**src/rtl/instr_prefetch_queue.sv**
```systemverilog
// Instruction prefetch queue: owns the sequential fetch PC, issues one outstanding
// imem read at a time and buffers {pc, instr} pairs in a first-word-fall-through FIFO.
//
//   state | meaning
//   IDLE  | no read outstanding; issue next fetch when a slot is free
//   WAIT  | read outstanding, response will be enqueued
//   DROP  | read outstanding but redirected; response will be discarded
module instr_prefetch_queue #(
   parameter int          DEPTH    = 4,
   parameter logic [31:0] RESET_PC = 32'h0
) (
   input  logic                         clock,
   input  logic                         reset,
   output logic                         imem_req,
   output logic [31:0]                  imem_addr,
   input  logic                         imem_ack,
   input  logic [31:0]                  imem_rdata,
   input  logic                         flush,
   input  logic [31:0]                  flush_pc,
   input  logic                         deq,
   output logic                         valid,
   output logic [31:0]                  instr_out,
   output logic [31:0]                  pc_out,
   output logic [$clog2(DEPTH+1)-1:0]   count
);

   localparam int CW = $clog2(DEPTH + 1);
   localparam int PW = $clog2(DEPTH);
   localparam logic [CW-1:0] FULL_COUNT = CW'(DEPTH);
   localparam logic [31:0]   NOP_INSTR  = 32'h0000_0013;

   typedef enum logic [1:0] {
      IDLE = 2'd0,
      WAIT = 2'd1,
      DROP = 2'd2
   } state_t;

   state_t        state, state_nxt;
   logic [31:0]   fetch_pc;
   logic [31:0]   req_pc;
   logic          issue;
   logic          enq;
   logic          deq_take;

   logic [31:0]   pc_mem    [DEPTH];
   logic [31:0]   instr_mem [DEPTH];
   logic [PW-1:0] wr_ptr;
   logic [PW-1:0] rd_ptr;

   always_comb begin
      state_nxt = state;
      issue     = 1'b0;
      enq       = 1'b0;
      case (state)
         IDLE: begin
            // A free slot is judged before any same-cycle dequeue.
            if (!flush && (count < FULL_COUNT)) begin
               state_nxt = WAIT;
               issue     = 1'b1;
            end
         end
         WAIT: begin
            if (imem_ack) begin
               state_nxt = IDLE;
               enq       = !flush;
            end else if (flush) begin
               state_nxt = DROP;
            end
         end
         DROP: begin
            if (imem_ack) state_nxt = IDLE;
         end
         default: state_nxt = IDLE;
      endcase
   end

   assign deq_take  = deq && valid && !flush;
   assign imem_req  = (state != IDLE);
   assign imem_addr = req_pc;

   always_ff @(posedge clock) begin
      if (!reset) begin
         state    <= IDLE;
         fetch_pc <= RESET_PC;
         req_pc   <= RESET_PC;
         wr_ptr   <= '0;
         rd_ptr   <= '0;
         count    <= '0;
      end else begin
         state <= state_nxt;
         if (issue) req_pc <= fetch_pc;

         if (flush)    fetch_pc <= flush_pc & ~32'h3;
         else if (enq) fetch_pc <= fetch_pc + 32'd4;

         if (flush) begin
            wr_ptr <= '0;
            rd_ptr <= '0;
            count  <= '0;
         end else begin
            if (enq)      wr_ptr <= wr_ptr + 1'b1;
            if (deq_take) rd_ptr <= rd_ptr + 1'b1;
            case ({enq, deq_take})
               2'b10:   count <= count + 1'b1;
               2'b01:   count <= count - 1'b1;
               default: count <= count;
            endcase
         end
      end
   end

   // Storage needs no reset; occupancy is tracked by count and the pointers.
   always_ff @(posedge clock) begin
      if (reset && enq) begin
         pc_mem[wr_ptr]    <= req_pc;
         instr_mem[wr_ptr] <= imem_rdata;
      end
   end

   assign valid     = (count != '0);
   assign instr_out = valid ? instr_mem[rd_ptr] : NOP_INSTR;
   assign pc_out    = valid ? pc_mem[rd_ptr]    : 32'h0;

endmodule

```
**config.mk**
```make
export PLATFORM = sky130hd
export DESIGN_NAME = instr_prefetch_queue
export DESIGN_NICKNAME = d
export VERILOG_FILES = /design/src/rtl/instr_prefetch_queue.sv
export SDC_FILE = /design/constraint.sdc
export NUM_CORES = 1
export LEC_CHECK = 0
export BUFFER_PORTS_ARGS = -buffer_cell sky130_fd_sc_hd__buf_2
export CORE_AREA = 2 2 112 195
export DETAILED_ROUTE_END_ITERATION = 8
export DIE_AREA = 0 0 114 197
export PLACE_DENSITY = 0.84
export SKIP_CTS_REPAIR_TIMING = 1
export SKIP_LAST_GASP = 1
export SYNTH_ARGS = -nofsm -noshare
export SYNTH_HDL_FRONTEND = slang
export SYNTH_SLANG_ARGS = --single-unit
export TNS_END_PERCENT = 20
```
**constraint.sdc**
```tcl
create_clock -name clock -period 8.3 [get_ports clock]
set_input_delay 0.83 -clock clock [delete_from_list [all_inputs] [get_ports clock]]
set_output_delay 0.83 -clock clock [all_outputs]
set_load 0.05 [all_outputs]
```
==> results.txt, run 1 <==
- Combinational share of power: 0.044
- The HPWL after detailed placement is 15900 µm.
* Clk Latency, worst-skew pair: 520 ps
- GRT Resource Usage Total: 0.231
- Highest achievable clock rate: 0.251 GHz
* Standby leakage power: 4.87 nW
- Minimum clock period: 3990 ps
- Entering global routing, the biggest net connects 63 pins.
* CP Capture Point: pc_out[21]
- For the pin with the worst max-slew slack, the measured transition is 1030 ps.
* Minimum setup slack among reg-to-reg paths: 4760 ps
* Post-synthesis share of cell area spent on and, or, nand and nor gates: 0.106
- Yosys printed 0 warnings.
- Design internal power: 2.39 mW
* Maximum capacitance violations: 0
- The via count of the first global-routing pass was 7669.
- RSZ-0062 raised after global routing: no
- Adding up every negative setup slack in the final design gives 0 ps.
- After detailed routing, the met3 layer carries 1290 µm of wire.
- Period utilization: 0.481
- Highest fanout seen on the critical path: 40
- Clock root buffer master: clkbuf_16
* First-pass GRT wire length: 40300 µm
* H-tree depth: 1
- Critical path data arrival time: 3160 ps
- The number of antenna violations at the first check in global routing is 0.
* Clock Pin Slew Worst Setup and Hold Paths: 70 ps
* Area delta synth->final: 13.5%
* Average cell area after synthesis: 15.5 µm²
- The placed instances occupy a cell area of 13700 µm².
* Buffer levels on the longest clock path: 3
- The core region is 20800 µm².
* Filler cell count: 1418
- Adder and majority cell fraction of the synthesized area: 0.00744
- The first routing iteration left 450 violations.
* Number of unique standard cell types used by synthesis: 59
- In this run the vertical extent of the chip is 197 µm.
- In the synthesized netlist the async set-or-reset flop fraction comes to 0.
* Register-to-Register Path Depth: 10
* Dominant combinational cell family by area after synthesis: multiplexers
- Final-report setup violation count: 0
* Origin of the critical flop-to-flop path: count[2]$_SDFFE_PP0P_
- TritonCTS built the clock tree.
- The critical path in this run is classified as reg -> out.
- Before CTS, the worst setup slack after placement is 4730 ps.
- In this run the horizontal extent of the chip is 114 µm.
- Switching share of power: 0.210
* Min-Delay Path Class: reg -> reg
- The share of the synthesized area in compound gates (AO/OA/AOI/OAI) was 0.0487.
* Highest metal layer used by the detailed router: met4
- Measured against its own limit, the worst slew margin works out to 0.311.
- The net count of the finished layout is 1042.
- Counting every sink on the clock net gives 319.
- Pre-antenna DRT Iters: 5
* Num rows: 70
- Of the synthesized area, sequential elements account for 0.694.
- I/O pin count: 170
* Avg WL per Cell: 20.8 µm
- The portion of synthesized area spent on multiplexers is 0.111.
- Netlist area before placement: 12800 µm²
- Met2 layer wire length in the routed design: 14100 µm
- Starting Density: 0.613
- In the routed layout, each cell is associated on average with a via count of 6.06.
* Number of synthesized flops with an enable pin: 248
* Sequential power share: 0.583
* Total of flip-flops plus latches after synthesis: 319
- The routed layout has 7498 vias.
* Switching power summed over all nets: 0.633 mW
- Final number of hold-violating endpoints: 0
* Count of unresolved DRC violations after routing: 0
- The worst path meets setup with 4310 ps of slack.
* Antenna-violating nets left: 0
- The run finished with clean final reports.
- GPL Wtd Cong: 0.902
* Clk_skew: 7.44 ps
- For this block, the routed nets add up to 25800 µm of wire.
- The total overflow left after global routing is 0.
- Of the total synthesized cell area, the portion taken by XOR and XNOR cells is 0.00891.
- Post-route cell area: 14500 µm²
- The endpoint identified for the worst register-to-register timing path is count[2]$_SDFFE_PP0P_.
- Number of buffers created by CTS: 26
- Input and output buffers added on the ports amount to 163.
- Post-Synthesis Cells: 822
- Worst setup startpoint: count[2]$_SDFFE_PP0P_
- Leaving out fill and tap cells, the most frequent cell in the layout is edfxtp_1.
* Worst vdd ir: 0.000137 V
* Worst setup SP type: flip-flop
- Met1 routed wirelength after detailed routing: 9740 µm
- In the synthesized netlist the dominant register cell turns out to be edfxtp_1.
- 0 antenna diodes ended up in the layout.
- The worst setup path is captured at an output pin.
- In the layout the commonest cells are edfxtp_1 (248), buf_2 (163), nand2_1 (76), dfxtp_1 (69), and2_1 (65).
- Total power divided by cell area: 208 nW/µm²
* Area of the die: 22500 µm²
* Power share of the clock group: 0.373
* Max Slew Vio Count: 0
- Req. time, crit path: 7470 ps
* Share of layout cells above drive strength 1: 0.285
-- critical path: stages (launching register included) --
cell      delay [ps]
dfxtp_1          400
nor3_1           640
clkinv_1         680
buf_4            480
and2_1           220
buf_2            210
-- final cells by class --
class                   instances  area [µm²]  share of cell area
repair buffers                168         853              0.0588
inverters                      12        45.0             0.00311
multi-input cells             439        3640               0.251
flip-flops and latches        319        8870               0.612
clock inverters                 8        42.5             0.00293
well taps                     252         315              0.0217
clock buffers                  40         734              0.0506
-- how the worst min path moves through the flow --
stage	from	endpoint	slack [ps]	depth (start not counted)
floorplan	fetch_pc[29]$_SDFFE_PN0P_	imem_addr[29]$_SDFFE_PN0P_	440	2
global placement	state[1]$_SDFFE_PN0P_	state[0]$_SDFFE_PN0P_	470	1
detailed placement	fetch_pc[8]$_SDFFE_PN0P_	imem_addr[8]$_SDFFE_PN0P_	490	2
CTS	fetch_pc[8]$_SDFFE_PN0P_	imem_addr[8]$_SDFFE_PN0P_	500	2
global route	imem_rdata[22]	instr_mem[3][22]$_DFFE_PP_	510	1
finish	fetch_pc[30]$_SDFFE_PN0P_	imem_addr[30]$_SDFFE_PN0P_	500	2
-- synth_stat cells, types with 12 or more instances --
| library cell | instances | area share |
|---|---|---|
| a21oi_1 | 38 | 0.015 |
| and2_1 | 69 | 0.034 |
| clkbuf_1 | 34 | 0.010 |
| dfxtp_1 | 71 | 0.11 |
| edfxtp_1 | 248 | 0.58 |
| mux4_2 | 62 | 0.11 |
| nand2_1 | 76 | 0.022 |
| nand3_1 | 17 | 0.0067 |
| nor2_1 | 13 | 0.0038 |
| nor3_1 | 15 | 0.0059 |
| nor4_1 | 12 | 0.0059 |
| o21ai_0 | 18 | 0.0070 |
-- power groups by stage --
stage	registers [mW]	clock network (mW)	logic, mW
after floorplan	1.81	0	0.0743
after global placement	1.79	0	0.132
after detailed placement	1.80	0	0.134
after CTS	1.76	1.15	0.135
after global routing	1.76	1.20	0.145
final	1.76	1.13	0.134
-- metal layers --
layer  GRT usage  vias to the layer above
li1            -                     3445
met1       0.282                     3775
met5           0                        -
met3      0.0258                       40
met4      0.0727                        0
met2       0.426                      238
-- registers in the layout (all words and copies together) (netlist names), named ones only --
name,cells
count,3
rd_ptr,2
wr_ptr,2
fetch_pc,30
state,2
pc_mem,120
instr_mem,128
imem_addr,30
-- stage by stage --
step	power [mW]	utilization	hold slack (ps)	instances
5_1_grt	3.11	0.696	511	1238
4_1_cts	3.04	0.696	496	1238
3_3_place_gp	1.93	0.658	475	1190
2_1_floorplan	1.88	-	445	825
3_5_place_dp	1.93	0.658	487	1190
6_report	3.02	0.696	499	1238
-- cell families after synthesis --
family                   count (synthesis)
AND/OR/NAND/NOR                        252
other                                    1
adder cells (fa/ha/maj)                  7
XOR/XNOR                                13
multiplexers                            64
AO/OA/AOI/OAI                           99
buffers and inverters                   67
flip-flops                             319
Power figures use the tool's default switching activity.
==> inputs of run 2 (changes only) <==
--- a/config.mk
+++ b/config.mk
@@ -6,10 +6,10 @@
 export NUM_CORES = 1
 export LEC_CHECK = 0
 export BUFFER_PORTS_ARGS = -buffer_cell sky130_fd_sc_hd__buf_2
-export CORE_AREA = 2 2 112 195
+export CORE_AREA = 2 2 117 204
 export DETAILED_ROUTE_END_ITERATION = 8
-export DIE_AREA = 0 0 114 197
-export PLACE_DENSITY = 0.84
+export DIE_AREA = 0 0 119 206
+export PLACE_DENSITY = 0.78
 export SKIP_CTS_REPAIR_TIMING = 1
 export SKIP_LAST_GASP = 1
 export SYNTH_ARGS = -nofsm -noshare
==> constraint.sdc (replaced) <==
create_clock -name clock -period 3.8 [get_ports clock]
set_input_delay 0.38 -clock clock [delete_from_list [all_inputs] [get_ports clock]]
set_output_delay 0.38 -clock clock [all_outputs]
set_load 0.05 [all_outputs]
==> run 2 against run 1 <==
Worst setup slack got worse by 3500 ps; non-clock buffer count rose by 6; clock-buffer cell count fell by 3; wire length fell by 0.81%; combinational power rose by 120%; register-to-register slack got worse by 3400 ps; sequential share of layout area fell by 1.1 points; clock skew rose by 8.9 ps; core utilization fell by 5.5 points; flip-flop and latch count did not move; cell count rose by 4.7%.
==> results.txt, run 2 (synthesized netlist as in run 1, its figures left out) <==
- Transition time at the pin with the least slew margin: 1060 ps (+26.5 ps)
* Min-Delay Path Class: in -> reg
* Standby leakage power: 4.95 nW (+1.8%)
* Largest register FFs: 128 (unchanged)
- Port Buf Inserts: 163 (unchanged)
- Sort of element at the end of the critical path: output pin
- The library cell used most frequently in the layout, excluding fill and tap cells, is edfxtp_1.
- The share of power burned in the clock network is 0.392 (+0.019).
* Antenna violations before repair: 0 (unchanged)
- Clk Latency, worst-skew pair: 540 ps (+20 ps)
- The largest fanout of any net on the critical path was 27 (-33%).
* GRT Resource Usage Total: 0.207 (-0.0238)
* Remaining global-route overflow: 0 (unchanged)
- Period utilization: 0.779
- The maximum level of the CTS H-tree is 1 (unchanged).
- Result of the run: finished clean
- Timing would allow up to 0.338 GHz.
- Via count of the first global-routing pass: 7355 (-4.1%)
- The worst hold margin came to 58.1 ps (-441 ps).
* DP Worst Slack: 881 ps (-3850 ps)
* CP Class: reg -> out
* Pin count of the biggest net entering global routing: 63 (unchanged)
- The number of buffers on the longest clock path is 3 (unchanged).
- I/O pin count: 170 (unchanged)
* Final TNS setup: 0 ps (unchanged)
* Design internal power: 5.40 mW (+130%)
- The placeable core region was 23100 µm² (+11%).
* Total number of nets in the final design: 1048 (+0.58%)
- The last weighted congestion value of the routability-driven placer is 0.847 (-6.1%).
- Total power divided by cell area: 461 nW/µm² (+120%)
- TritonCTS sink count: 319 (unchanged)
* First-pass GRT wire length: 39400 µm (-2.0%)
- Clk_skew: 16.3 ps (+8.85 ps)
- Antenna-violating nets left: 0 (unchanged)
- The clock slew seen by the registers of the worst setup and hold paths is 70 ps (about the same).
* Share of layout cells above drive strength 1: 0.297 (+0.0124)
* Combinational share of power: 0.043 (about the same)
* Clock root buffer master: clkbuf_16
* Number of cells after detailed placement: 1248 (+4.9%)
- Setup repair after global routing left no endpoint under its margin.
- The post-layout utilization of the core was 0.640 (-0.0554).
- Pre-antenna DRT Iters: 5 (unchanged)
- The peak supply drop came to 0.000276 V (+100%).
- Floorplan die height: 206 µm (+4.6%)
- Routed Wire Length: 25600 µm (-0.81%)
- The switching fraction of total power came to 0.206 (-0.00306).
* Maximum capacitance violations: 0 (unchanged)
- The required time of the critical path is 3420 ps (-4050 ps).
* Max Slew Vio Count: 0 (unchanged)
- Switching power summed over all nets: 1.41 mW (+120%)
- The worst relative slew slack was 0.294 (-0.0177).
- Die width: 119 µm (+4.4%)
* Num rows: 74 (+5.7%)
- Area delta synth->final: 15.5%
- Number of vias per cell after detailed routing: 5.75 (-5.1%)
- Final number of hold-violating endpoints: 0 (unchanged)
- Antenna diodes: 0 (unchanged)
- Commonest cells after routing, fill and taps aside: edfxtp_1 (248), buf_2 (163), nand2_1 (76), dfxtp_1 (69), and2_1 (65)
- The smallest clock period supported by the final layout is computed as 2960 ps.
- The die footprint came to 24500 µm² (+9.2%).
- Counting flops per register, the top entry is instr_mem.
* Avg WL per Cell: 19.7 µm (-5.2%)
* Post-route cell area: 14800 µm² (+1.8%)
- Non-filler instance count after layout: 1296 (+4.7%)
- The placed wire-length estimate after detailed placement came to 16000 µm (+0.48%).
* Sequential power share: 0.565 (-0.018)
- The number of clock buffers inserted by TritonCTS is 26 (unchanged).
- Clock tree from TritonCTS: yes
- Final-report setup violation count: 0 (unchanged)
- Drt initial violations: 538 (+20%)
- The starting density of the core was 0.554 (-0.0588).
- In this run the critical register-to-register path is launched from state[0]$_SDFFE_PN0P_.
- The worst setup path is launched from a flip-flop.
- Largest registers ranked by flip-flop count: instr_mem x128, pc_mem x120
* Placement Cell Area: 13900 µm² (+1.3%)
- Power, Total: 6.80 mW (+130%)
- DR vias: 7450 (-0.64%)
* Final worst slack: 841 ps (-3470 ps)
- Critical path data arrival time: 2580 ps (-580 ps)
- The startpoint identified for the worst hold timing path is imem_rdata[22].
- Count of unresolved DRC violations after routing: 0 (unchanged)
-- run 2: cell count changes in the layout (fill, tap and decap cells not counted), moves of 2 or more --
cell / change
clkinvlp_2: +2
buf_12: +5
bufinv_16: +2
clkinv_1: -2
clkbuf_1: -6
clkbuf_8: +3
-- run 2: metal layers --
layer	routed length [µm]	GRT usage	vias to the layer above
met2	14000	0.379	264
met5	0	0	-
met1	9690	0.256	3682
met4	691	0.0744	0
met3	1230	0.0204	45
li1	-	-	3459
-- run 2: power by group through the flow --
stage                     clock network [mW]  logic [mW]  registers, mW
after floorplan                            0       0.162           3.95
after global placement                     0       0.289           3.92
after detailed placement                   0       0.295           3.92
after CTS                               2.71       0.296           3.84
after global routing                    2.83       0.320           3.85
final                                   2.66       0.295           3.85
-- run 2: area by class of cell --
cell class                      instances  area (µm²)
Multi-Input combinational cell        439        3640
Clock buffer                           37         753
Inverter                               12        45.0
Clock inverter                         11         108
Fill cell                            1688        8290
Tap cell                              304         380
Timing Repair Buffer                  174         961
Sequential cell                       319        8880
-- run 2: worst max-delay path: stages, from the launching register on --
cell and delay [ps]:
dfxtp_4 700, buf_4 390, mux4_2 540, and2_1 190, buf_2 210
-- run 2: worst paths after layout --
kind	slack (ps)	cells after the start	end
worst max register to register	1380	5	fetch_pc[22]$_SDFFE_PN0P_
worst min register to register	480	2	imem_addr[3]$_SDFFE_PN0P_
worst max-delay path	840	4	pc_out[22]
worst min-delay path	60	1	instr_mem[3][22]$_DFFE_PP_
